## config.mk

```make
export PLATFORM = sky130hd
export DESIGN_NAME = uart_rx
export DESIGN_NICKNAME = d
export VERILOG_FILES = /design/src/rtl/uart_rx.sv
export SDC_FILE = /design/constraint.sdc
export NUM_CORES = 1
export LEC_CHECK = 0
export CAP_MARGIN = 5
export CORE_MARGIN = 5
export CORE_UTILIZATION = 40
export CTS_CLUSTER_SIZE = 20
export DETAILED_ROUTE_END_ITERATION = 7
export GPL_TIMING_DRIVEN = 1
export HOLD_SLACK_MARGIN = 0.15
export PLACE_DENSITY = 0.72
export SLEW_MARGIN = 30
export SYNTH_ARGS = -nofsm -noshare
export SYNTH_HDL_FRONTEND = slang
export SYNTH_SLANG_ARGS = --single-unit
export TNS_END_PERCENT = 10
```

## constraint.sdc

```tcl
create_clock -name clk -period 1.5 [get_ports clk]
set_input_delay 0.3 -clock clk [delete_from_list [all_inputs] [get_ports clk]]
set_output_delay 0.3 -clock clk [all_outputs]
set_load 0.03 [all_outputs]
```

## src/rtl/uart_rx.sv

```systemverilog
`default_nettype none
// ============================================================================
// uart_rx : 8N1 UART receiver, parallel byte out with rdy/frm_err/ovr flags
// Rev 1.0
// ============================================================================
module uart_rx #(
  parameter int BAUD_DIV = 108
) (
  input  logic       clk,
  input  logic       rst,
  input  logic       RX,
  input  logic       clr_rdy,
  output logic [7:0] rx_data,
  output logic       rdy,
  output logic       frm_err,
  output logic       ovr
);

  localparam int BW = $clog2(BAUD_DIV);
  localparam logic [BW-1:0] HALF_M1 = BW'(BAUD_DIV / 2 - 1);
  localparam logic [BW-1:0] FULL_M1 = BW'(BAUD_DIV - 1);

  typedef enum logic [1:0] {
    S_IDLE  = 2'd0,
    S_START = 2'd1,
    S_DATA  = 2'd2,
    S_STOP  = 2'd3
  } state_t;

  state_t        state_q, state_d;
  logic          rx_meta_q, rx_s_q, rx_s_d_q;
  logic [BW-1:0] baud_q, baud_d;
  logic [3:0]    bit_q, bit_d;
  logic [7:0]    shift_q, shift_d;
  logic [7:0]    data_q, data_d;
  logic          rdy_q, rdy_d;
  logic          frm_q, frm_d;
  logic          ovr_q, ovr_d;

  always_ff @(posedge clk) begin
    if (rst) begin
      rx_meta_q <= 1'b1;
      rx_s_q    <= 1'b1;
      rx_s_d_q  <= 1'b1;
      state_q   <= S_IDLE;
      baud_q    <= '0;
      bit_q     <= '0;
      shift_q   <= '0;
      data_q    <= '0;
      rdy_q     <= 1'b0;
      frm_q     <= 1'b0;
      ovr_q     <= 1'b0;
    end else begin
      rx_meta_q <= RX;
      rx_s_q    <= rx_meta_q;
      rx_s_d_q  <= rx_s_q;
      state_q   <= state_d;
      baud_q    <= baud_d;
      bit_q     <= bit_d;
      shift_q   <= shift_d;
      data_q    <= data_d;
      rdy_q     <= rdy_d;
      frm_q     <= frm_d;
      ovr_q     <= ovr_d;
    end
  end

  always_comb begin
    state_d = state_q;
    baud_d  = baud_q + BW'(1);
    bit_d   = bit_q;
    shift_d = shift_q;
    data_d  = data_q;
    rdy_d   = rdy_q;
    frm_d   = frm_q;
    ovr_d   = ovr_q;

    // Consumer clear first so a completing frame below overrides it.
    if (clr_rdy) begin
      rdy_d = 1'b0;
      ovr_d = 1'b0;
    end

    case (state_q)
      S_IDLE: begin
        if (rx_s_d_q && !rx_s_q) begin
          state_d = S_START;
          baud_d  = '0;
        end
      end
      S_START: begin
        if (baud_q == HALF_M1) begin
          baud_d = '0;
          if (rx_s_q) begin
            state_d = S_IDLE;
          end else begin
            state_d = S_DATA;
            bit_d   = '0;
          end
        end
      end
      S_DATA: begin
        if (baud_q == FULL_M1) begin
          baud_d  = '0;
          shift_d = {rx_s_q, shift_q[7:1]};
          bit_d   = bit_q + 4'd1;
          if (bit_q == 4'd7) state_d = S_STOP;
        end
      end
      S_STOP: begin
        if (baud_q == FULL_M1) begin
          baud_d  = '0;
          state_d = S_IDLE;
          data_d  = shift_q;
          rdy_d   = 1'b1;
          frm_d   = ~rx_s_q;
          if (rdy_q) ovr_d = 1'b1;
        end
      end
      default: state_d = S_IDLE;
    endcase
  end

  assign rx_data = data_q;
  assign rdy     = rdy_q;
  assign frm_err = frm_q;
  assign ovr     = ovr_q;

endmodule
`default_nettype wire

```

==> results.yml, run 1 <==
synthesis:
  ys.warnings.count: 0
  synth_nets: 167
  synth.avg_cell_area_sq_um: 8.688
  synth.distinct_cells: 28
  synth-seq-cells: 35
  synth_edf_count: 0
  ys_async_sr_fraction_pct: 0
  ys_seq_area_share_pct: 50.41
  synth_flop_cell: "dfxtp_1"
  syn_inst: 160
  syn-cell-area_sq_mm: 0.001390
power:
  p_leak_nw: 0.6566
  sw_frac_of_total_pct: 23.34
  p_sw_mw: 0.3496
  pwr-share-comb_pct: 4.3
  p_int_mw: 1.148
  power.density_mw_per_mm2: 865.6
  power.share.clock_pct: 32.1
  vdd_drop_max_v: 0.0006427
  p_seq_share_pct: 63.6
floorplanning:
  die_w_um: 68.95
  die_h_um: 68.95
  die_area_sq_mm: 0.004754
  start_util_pct: 41.33
  boundaryPins: 15
  coreArea_sq_mm: 0.003363
  rows: 21
timing:
  rsz0062_at_grt: "true"
  finalHoldViolations: 0
  setup_viol_count_final: 0
  finalCritPeriodShare_pct: 94.36
  worstMarginPinSlew_ns: 0.3452
  period_needed_ns: 1.415
  relSlewSlack_pct: 76.66
  max_freq_mhz: 706.5
  slew_viol_final: 0
  worst_clock_skew_ns: 0.01242
  finalWorstSetupSlack_ns: 0.08461
routing:
  wl_per_cell_um: 11.73
  drc: 0
  first_iter_violations: 62
  ant_nets: 0
  via_count: 1143
  routed_via_density: 4.906
  drt-total-wl_um: 2734
  drtPass1Iterations: 4
critical_path:
  crit_slowest_cell: "dfxtp_2"
  path_class: "reg -> reg"
  start_kind: "flip-flop"
  crit_path_end_kind: "flip-flop"
  crit_chain: "nor4bb_4, buf_4, nand2_2, or3_1, o21ai_0"
  required_ns: 1.77
  path_buf_inv: 1
  cpPeakStageDelay_ns: 0.37
  cpLargestDelayFamily: "simple AND/OR/NAND/NOR gates"
  worstPathMaxFanout: 5
  cp.arrival_ns: 1.68
final_layout:
  fin_cells: 233
  num-fill-cells: 340
  final_nets: 193
  drive_above_1_share_pct: 19.79
  area_growth_syn_to_layout_pct: 24.48
  layout_common_cells: "nand2_1 (31), dfxtp_1 (31), a21oi_1 (18)"
  insertedDiodeCount: 0
clock_tree:
  clk_path_buf_depth: 2
  clk_pin_slew_ns: 0.10
  cts_hold_buf: 0
  cts_buffers: 5
  insertion_delay_ns: 0.34
  h-tree-depth: 2
  clockRootBuffer: "clkbuf_4"
  cts_tree: "yes"
  cts_sinks: 35
flow_run:
  cap_violations: 0
global_route:
  track_usage_pct: 12.90
  grt_max_degree: 16
  grt_overflow: 0
  grt_pass1_vias: 1082
  grt_pass1_wl_um: 4457
  antenna_found_initial: 0
place:
  io_buffer_count: 14
  dp.cells: 223
  dp_hpwl_um: 1933
  routabilityCongestion: 0.7458
  preCtsSetupSlack_ns: 0.001577
outcome:
  status: "completed"
hold_path:
  hold_path_class: "reg -> reg"
final cells by class:
type                    instances  area [sq um]  area share, %
clock buffers                   5         37.54          2.169
clock inverters                 3         15.01         0.8677
inverters                       2         7.507         0.4338
multi-input cells             114         671.9          38.83
flip-flops and latches         35         705.7          40.78
well taps                      46         57.56          3.326
repair buffers                 28         235.2          13.59
worst paths after layout:
check / end / cells after the start / slack [ns] / start
max: bit_q[0]$_SDFFE_PP0P_ / 5 / 0.08 / baud_q[4]$_SDFF_PP0_
min: rx_s_q$_SDFF_PP1_ / 1 / 0.42 / rx_meta_q$_SDFF_PP1_
max reg2reg: bit_q[0]$_SDFFE_PP0P_ / 5 / 0.08 / baud_q[4]$_SDFF_PP0_
min reg2reg: rx_s_q$_SDFF_PP1_ / 1 / 0.42 / rx_meta_q$_SDFF_PP1_
metal layers:
metal | routed length, um | global-route usage [%] | up-vias
met4 | 44 | 5.839 | 0
met1 | 1180 | 13.32 | 533
met5 | 0 | 0 | -
li1 | - | - | 590
met3 | 115 | 4.862 | 5
met2 | 1394 | 22.98 | 15
power by group through the flow:
stage	Combinational (mW)	Sequential, mW	Clock, mW
after floorplan	0.0357	0.972	0
after global placement	0.0636	0.971	0
after detailed placement	0.0647	0.972	0
after CTS	0.0649	0.951	0.497
after global routing	0.0732	0.954	0.541
final	0.0648	0.952	0.481
per-stage QoR:
stage	hold slack, ns	util [%]	instance area (sq um)	total power [mW]	TNS [ns]
finish	0.4244	51.45	1730	1.498	0
global route	0.4447	51.45	1730	1.568	-0.03005
CTS	0.4209	49.85	1677	1.512	0
detailed placement	0.3975	48.66	1637	1.037	0
global placement	0.3924	48.66	1637	1.035	0
floorplan	0.3895	-	1390	1.007	0
timing repair:
action,4_1_cts,5_1_grt
pin swaps,0,3
resized for setup,12,11
endpoints found under the setup margin,14,22
gates cloned,0,1
buffers inserted,0,1
logic make-up after synthesis:
kind of cell	Yosys count	share of synthesized area, %
buf+inv	11	3.960
compound gates	25	10.35
flops	35	50.40
simple gates	79	28.17
fa+ha+maj	3	2.701
xor+xnor	7	4.411
state kept, by name (all words and copies together), names as in the netlist, named ones only:
name and flops:
rx_data 8, shift_q 8, baud_q 7, bit_q 4
frm_err 1, ovr 1, rdy 1, rx_meta_q 1
rx_s_d_q 1, rx_s_q 1, state_q 1
synth_stat cells (2+ instances only):
cell type	number	share of area [%]
nand3b_1	4	2.2
inv_1	2	0.54
and4b_1	2	1.4
nand2b_1	2	0.90
xor2_1	4	2.5
nor2_1	12	3.2
or2_2	3	1.4
nand2_1	32	8.6
buf_2	5	1.8
nor4bb_1	2	1.4
a21oi_1	19	6.8
o21ai_0	2	0.72
clkbuf_1	3	0.81
xnor2_1	3	1.9
ha_1	3	2.7
nand3_1	14	5.0
and3_1	3	1.4
dfxtp_1	35	50
No activity file was read; power rests on OpenSTA's default activity.
==> run 2: changes to the inputs <==
- PLACE_DENSITY: 0.72 -> 0.7
- clock period: 1.5 -> 1.6 ns (I/O delays scaled with it)
==> run 2 against run 1 <==
  * Total power is 6.6% lower
  * Wire length rose by 2.0%
  * Flip-flop and latch count stayed put
  * Register-to-register slack improved by 0.05 ns
  * Via count fell by 2.6%
  * Count of clock-buffer cells in the layout up 2
  * Cell count down 2.1%
  * Clock power is 6.9% lower
  * Die area is the same
  * Maximum frequency fell by 3.3%
  * First-iteration DRC count grew 63%
  * Highest routed layer unchanged
==> results.yml, run 2 (same netlist as run 1, synthesis figures left out) <==
place:
  dp_hpwl_um: 1976
  dp.cells: 218
  preCtsSetupSlack_ns: -0.03343
  io_buffer_count: 14
  placed_cell_area_sq_mm: 0.001599
  routabilityCongestion: 0.7773
routing:
  wl_per_cell_um: 12.23
  routed_via_density: 4.882
  drc: 0
  drt-total-wl_um: 2789
  via_count: 1113
  drtPass1Iterations: 4
  first_iter_violations: 101
  ant_nets: 0
timing:
  finalWorstSetupSlack_ns: 0.1367
  period_needed_ns: 1.463
  max_freq_mhz: 683.4
  relSlewSlack_pct: 76.02
  setup_viol_count_final: 0
  setup_tns_ns: 0
  holdWs_ns: 0.4233
  slew_viol_final: 0
  worstMarginPinSlew_ns: 0.3548
  finalCritPeriodShare_pct: 91.46
  rsz0062_at_grt: "false"
  worst_clock_skew_ns: 0.002438
  finalHoldViolations: 0
flow_run:
  cap_violations: 0
critical_path:
  required_ns: 1.87
  start_kind: "flip-flop"
  path_class: "reg -> reg"
  cp.arrival_ns: 1.73
  r2r-start: "baud_q[2]$_SDFF_PP0_"
  worstPathMaxFanout: 10
  timing.critical_path.from: "baud_q[2]$_SDFF_PP0_"
  crit_path_end_kind: "flip-flop"
power:
  p_leak_nw: 0.6249
  power_mw: 1.399
  power.density_mw_per_mm2: 838.9
  vdd_drop_max_v: 0.0006345
floorplanning:
  die_w_um: 68.95
  boundaryPins: 15
  die_h_um: 68.95
  rows: 21
  start_util_pct: 41.33
  coreArea_sq_mm: 0.003363
  die_area_sq_mm: 0.004754
final_layout:
  utilization_pct: 49.59
  area_growth_syn_to_layout_pct: 19.98
  layout_common_cells: "dfxtp_1 (34), nand2_1 (32), a21oi_1 (18)"
  drive_above_1_share_pct: 14.29
  final_nets: 188
  fin_cells: 228
  final_common_cell: "dfxtp_1"
  insertedDiodeCount: 0
  fin_area_sq_mm: 0.001668
clock_tree:
  insertion_delay_ns: 0.33
  h-tree-depth: 2
  cts_buffers: 5
  cts_sinks: 35
  clockRootBuffer: "clkbuf_4"
  cts_tree: "yes"
  clk_pin_slew_ns: 0.10
  cts_hold_buf: 0
  clk_path_buf_depth: 2
global_route:
  grt_pass1_wl_um: 4540
  grt_overflow: 0
  grt_pass1_vias: 1078
  antenna_found_initial: 0
  grt_max_degree: 19
  track_usage_pct: 13.27
hold_path:
  min_from: "rx_meta_q$_SDFF_PP1_"
  hold_path_class: "reg -> reg"
outcome:
  status: "completed"
-- run 2: area by class of cell --
type | count | area (sq um)
sequential | 35 | 701.9
clock buffer | 7 | 45.04
multi-input combinational | 114 | 656.9
timing repair buffer | 23 | 193.9
clock inverter | 1 | 5.005
tap | 46 | 57.56
inverter | 2 | 7.507
fill | 349 | 1695
-- run 2: layer usage --
layer  wire, um  vias to the layer above  share of wire (%)  track usage (%)
met4         23                        0               0.82            5.839
met3        122                        2                4.4            6.159
met5          0                        -                  0                0
li1           -                      582                  -                -
met2       1413                       12                 51            21.67
met1       1230                      517                 44            14.73
-- run 2: worst paths after layout --
| path | slack [ns] | depth (start not counted) | end |
|---|---|---|---|
| max | 0.14 | 5 | bit_q[0]$_SDFFE_PP0P_ |
| min | 0.42 | 1 | rx_s_q$_SDFF_PP1_ |
| max reg2reg | 0.14 | 5 | bit_q[0]$_SDFFE_PP0P_ |
| min reg2reg | 0.42 | 1 | rx_s_q$_SDFF_PP1_ |
-- run 2: what timing repair did --
action,4_1_cts,5_1_grt
buffers inserted,0,2
pin swaps,0,2
endpoints found under the setup margin,20,12
gates resized for setup,13,4
-- run 2: critical path, cell delays in order (launching register included) --
cell and delay, ns:
dfxtp_1 0.38, nor4bb_2 0.27, buf_4 0.21, nand2_1 0.13, or3_1 0.33, o21ai_0 0.07
-- run 2: power by group --
group	internal (mW)	switching [mW]	total [mW]
Combinational	0.0281	0.0297	0.0578
Clock	0.171	0.277	0.448
Sequential	0.882	0.0110	0.893
==> run 3: changes to the inputs <==
- TNS_END_PERCENT: 10 -> not set
==> results of run 3 <==
Final layout, timing and power as in run 2 (identical DEF).
